==> src/rtl/bram_sequence_player.sv <==
// bram_sequence_player
// Playback master for the block RAM read port: walks first..last (wrapping
// modulo the address space), shows the low bits of each word on the LEDs for
// DWELL cycles, then either finishes with a done pulse or loops back to first.
module bram_sequence_player #(
    parameter int ADDR_W = 8,
    parameter int DATA_W = 16,
    parameter int OUT_W  = 5,
    parameter int DWELL  = 12000000
) (
    input  logic              clk,
    input  logic              rst,
    input  logic              start,
    input  logic              stop,
    input  logic              loop_en,
    input  logic [ADDR_W-1:0] first_addr,
    input  logic [ADDR_W-1:0] last_addr,
    output logic              rd_en,
    output logic [ADDR_W-1:0] rd_addr,
    input  logic [DATA_W-1:0] rd_data,
    input  logic              rd_valid,
    output logic [OUT_W-1:0]  led,
    output logic [ADDR_W-1:0] cur_addr,
    output logic              busy,
    output logic              done
);

    // The dwell counter only ever holds DWELL-1 down to 0.
    localparam int CNT_W = (DWELL > 1) ? $clog2(DWELL) : 1;
    localparam logic [CNT_W-1:0] DWELL_LAST = CNT_W'(DWELL - 1);

    typedef enum logic [1:0] {
        S_IDLE,
        S_REQ,
        S_WAIT,
        S_HOLD
    } state_t;

    state_t            state;
    state_t            state_next;
    logic [CNT_W-1:0]  cnt;
    logic [ADDR_W-1:0] first_q;
    logic [ADDR_W-1:0] last_q;
    logic              loop_q;
    logic              dwell_end;
    logic              at_last;
    logic              launch;

    // Upper word bits never reach the LEDs.
    logic unused_data_bits;
    assign unused_data_bits = ^rd_data[DATA_W-1:OUT_W];

    assign dwell_end = (cnt == '0);
    assign at_last   = (rd_addr == last_q);
    assign launch    = start && !stop;

    // State register.
    always_ff @(posedge clk) begin
        if (rst) begin
            state <= S_IDLE;
        end else begin
            state <= state_next;
        end
    end

    // Next-state logic; stop aborts from every busy state and beats start in IDLE.
    always_comb begin
        state_next = state;
        case (state)
            S_IDLE: begin
                if (launch) state_next = S_REQ;
            end
            S_REQ: begin
                state_next = stop ? S_IDLE : S_WAIT;
            end
            S_WAIT: begin
                if (stop)          state_next = S_IDLE;
                else if (rd_valid) state_next = S_HOLD;
            end
            S_HOLD: begin
                if (stop) begin
                    state_next = S_IDLE;
                end else if (dwell_end) begin
                    state_next = (at_last && !loop_q) ? S_IDLE : S_REQ;
                end
            end
            default: state_next = S_IDLE;
        endcase
    end

    // Outputs decoded straight from the state register, so nothing combinational from inputs.
    always_comb begin
        rd_en = (state == S_REQ);
        busy  = (state != S_IDLE);
    end

    // Range latch, read address, display registers, dwell counter and done pulse.
    always_ff @(posedge clk) begin
        if (rst) begin
            first_q  <= '0;
            last_q   <= '0;
            loop_q   <= 1'b0;
            rd_addr  <= '0;
            led      <= '0;
            cur_addr <= '0;
            cnt      <= '0;
            done     <= 1'b0;
        end else begin
            done <= 1'b0;
            case (state)
                S_IDLE: begin
                    if (launch) begin
                        first_q <= first_addr;
                        last_q  <= last_addr;
                        loop_q  <= loop_en;
                        rd_addr <= first_addr;
                    end
                end
                S_WAIT: begin
                    // An aborted read leaves the previous word on display.
                    if (!stop && rd_valid) begin
                        led      <= rd_data[OUT_W-1:0];
                        cur_addr <= rd_addr;
                        cnt      <= DWELL_LAST;
                    end
                end
                S_HOLD: begin
                    if (!stop) begin
                        if (!dwell_end) begin
                            cnt <= cnt - 1'b1;
                        end else if (!at_last) begin
                            rd_addr <= rd_addr + 1'b1;
                        end else if (loop_q) begin
                            rd_addr <= first_q;
                        end else begin
                            done <= 1'b1;
                        end
                    end
                end
                default: ;
            endcase
        end
    end

endmodule

==> config.mk <==
export PLATFORM = sky130hd
export DESIGN_NAME = bram_sequence_player
export DESIGN_NICKNAME = d
export VERILOG_FILES = /design/src/rtl/bram_sequence_player.sv
export SDC_FILE = /design/constraint.sdc
export NUM_CORES = 1
export LEC_CHECK = 0
export BUFFER_PORTS_ARGS = -buffer_cell sky130_fd_sc_hd__buf_4
export CELL_PAD_IN_SITES_DETAIL_PLACEMENT = 0
export CELL_PAD_IN_SITES_GLOBAL_PLACEMENT = 1
export CORE_MARGIN = 3
export CORE_UTILIZATION = 37
export CTS_BUF_LIST = sky130_fd_sc_hd__clkbuf_16
export DETAILED_ROUTE_END_ITERATION = 6
export PLACE_DENSITY_LB_ADDON = 0.3
export SLEW_MARGIN = 10
export SYNTH_ARGS = -nofsm -noshare
export SYNTH_HDL_FRONTEND = slang
export SYNTH_SLANG_ARGS = --single-unit
==> constraint.sdc <==
create_clock -name clk -period 2.6 [get_ports clk]
set_input_delay 0.52 -clock clk [delete_from_list [all_inputs] [get_ports clk]]
set_output_delay 0.52 -clock clk [all_outputs]
set_load 0.02 [all_outputs]
==> results.sh <==
export IMPL_antenna_left=0
export IMPL_cp_end_kind="flip-flop"
export IMPL_grt_usage_pct=18.4
export IMPL_critPathKind="reg2reg"
export IMPL_cts_sinks=65
export IMPL_syn_inst=400
export IMPL_power_density_mw_per_mm2=654
export IMPL_dp_hpwl_um=6330
export IMPL_hold_end="last_q[5]"
export IMPL_period_needed_ns=2.46
export IMPL_yosysMostFrequentCell="nand2_1"
export IMPL_syn_avg_cell_area_um2=8.10
export IMPL_gp_congestion=0.887
export IMPL_die_y_um=99.6
export IMPL_fin_crit_sh_pct=94.5
export IMPL_synth_top_area_cell="dfxtp_1"
export IMPL_ys_seq_area_share_pct=40.2
export IMPL_hold_path_depth=3
export IMPL_dpl_cell_area_mm2=0.00382
export IMPL_maxCapViolCount=0
export IMPL_firstDrtPassIters=4
export IMPL_status="finished, final reports clean"
export IMPL_reg2reg_slack_ns=0.14
export IMPL_crit_required_ns=2.79
export IMPL_grt_pass1_wl_um=14600
export IMPL_first_global_vias=2977
export IMPL_cp_start_kind="flip-flop"
export IMPL_overflow=0
export IMPL_slew_violations=0
export IMPL_first_iter_violations=150
export IMPL_die_area_mm2=0.00991
export IMPL_layout_drive_gt1_share_pct=22.9
export IMPL_crit_path_max_fanout=16
export IMPL_hold_viol=0
export IMPL_rsz0062_at_grt="no"
export IMPL_synth_ff_type="dfxtp_1"
export IMPL_synth_seq_cells=65
export IMPL_synth_top_area_share_pct=40.2
export IMPL_hold_start="last_addr[5]"
export IMPL_htree_levels=3
export IMPL_p_leak_nw=1.62
export IMPL_arrival_ns=2.65
export IMPL_setup_violations_final=0
export IMPL_finClkSkew_ns=0.00888
export IMPL_dieWidth_um=99.6
export IMPL_syn_nets=441
export IMPL_num_rows=33
export IMPL_max_freq_ghz=0.407
export IMPL_ir_drop_v=0.000314
export IMPL_syn_area_mm2=0.00324
export IMPL_start_util_pct=38.8
export IMPL_wl_per_cell_um=16.0
export IMPL_core_mm2=0.00834
export IMPL_vias=3186
export IMPL_reg2reg_from="cnt[14]"
export IMPL_drc_errors=0
export IMPL_slew_headroom_pct=52.5
export IMPL_synth_edf_count=0
export IMPL_tns_ns=0
export IMPL_portBuffers=50
export IMPL_grt_max_degree=34
export IMPL_fin_util_pct=49.7
export IMPL_synth_cell_types=46
export IMPL_vias_per_cell=5.62
export IMPL_tritoncts="built"
export IMPL_synth_warnings=0
export IMPL_worstMarginPinSlew_ns=0.710
export IMPL_hp_class="in2reg"
export IMPL_async_flop_share_pct=0
export IMPL_reg2reg_to="cnt[18]"
export IMPL_max_clock_path_buffers=2
export IMPL_worstRegToRegCells=6
export IMPL_final_area_mm2=0.00415
export IMPL_ios=62
export IMPL_area_growth_pct=28.0
export IMPL_antenna_cells=0
export IMPL_final_nets=498
export IMPL_cts_made_buffers=9
export IMPL_synthTopCellsByCount="nand2_1 (86), dfxtp_1 (65), a21oi_1 (33)"
export IMPL_routed_wl_um=9060
export IMPL_antenna_found_initial=0
export IMPL_synth_area_leaders="dfxtp_1 (40%), nand2_1 (10%), a21oi_1 (5.1%)"
export IMPL_clkLatencyLatePin_ns=0.33
export IMPL_clk_pin_slew_ns=0.06
export IMPL_finalPower_mw=2.71
export IMPL_cts_hold_buf=0
export IMPL_cts_root_buf="clkbuf_16"
-- area by class of cell --
class / count / area (µm²)
fill: 831 / 4200
multi-input combinational: 298 / 1780
sequential: 65 / 1300
timing repair buffer: 78 / 586
clock buffer: 9 / 225
tap: 105 / 131
clock inverter: 7 / 100
inverter: 5 / 18.8
-- how the worst max path moves through the flow --
stage / startpoint / cells after the start / to
6_report: cnt[14] / 6 / cnt[18]
5_1_grt: cnt[14] / 5 / cnt[2]
4_1_cts: cnt[14] / 5 / cnt[8]
3_5_place_dp: cnt[14] / 5 / cnt[10]
3_3_place_gp: cnt[14] / 5 / cnt[8]
2_1_floorplan: cnt[13] / 7 / rd_addr[1]
-- power breakdown --
part           internal, mW  switching (mW)  total, mW
sequential             1.02          0.0194       1.04
combinational         0.143           0.208      0.351
clock                 0.849           0.467       1.32
total                  2.01           0.695       2.71
-- layout by cell type, fill, tap and decap left out, types with 4 or more instances in the layout --
cell type	instances
o31ai_1	10
nand2_1	86
o2111ai_1	5
a21oi_1	33
or4_1	10
xnor2_1	12
a211oi_1	16
or3_1	10
and4_1	4
nand4_1	7
a31oi_1	11
dfxtp_1	65
nor2_1	16
o311a_1	4
inv_1	5
a211o_1	5
nor3_1	11
nand3_1	7
a311oi_1	6
clkbuf_16	9
nor4_1	6
buf_4	78
-- metal layers --
layer	part of all wire (%)	GRT usage, %
met4	1.5	6.83
met1	51	26.2
met5	0	0
met2	42	26.8
met3	5.8	4.28
-- through the flow --
step,instances,setup slack (ns),hold WS [ns]
6_report,567,0.144,0.434
5_1_grt,567,0.0188,0.438
4_1_cts,567,0.131,0.425
3_5_place_dp,551,0.135,0.452
3_3_place_gp,551,0.152,0.444
2_1_floorplan,400,0.165,0.432
-- state kept, by name (all words and copies together), names as in the netlist --
signal and count:
loop_q 1, cur_addr 8, rd_addr 8, state 2, led 5, cnt 24, first_q 8, last_q 8
done 1
-- critical path, cell delays in order, from the launching register on --
cell and delay, ns:
dfxtp_1 0.33, or4_1 0.53, or4_4 0.50, o31a_1 0.53, buf_4 0.24, nand3_1 0.10, a31oi_1 0.09
-- repair_timing --
action / 4_1_cts / 5_1_grt
setup buffers: 0 / 0
setup endpoints to repair: 0 / 1
gates resized for setup: 0 / 1
-- logic make-up after synthesis --
group | Yosys count | synth area share (%)
adder cells (fa/ha/maj) | 3 | 1.16
AND/OR/NAND/NOR | 176 | 26.9
flip-flops | 65 | 40.2
buffers and inverters | 37 | 5.18
XOR/XNOR | 14 | 3.79
AO/OA/AOI/OAI | 105 | 22.8
Power figures use the tool's default switching activity.
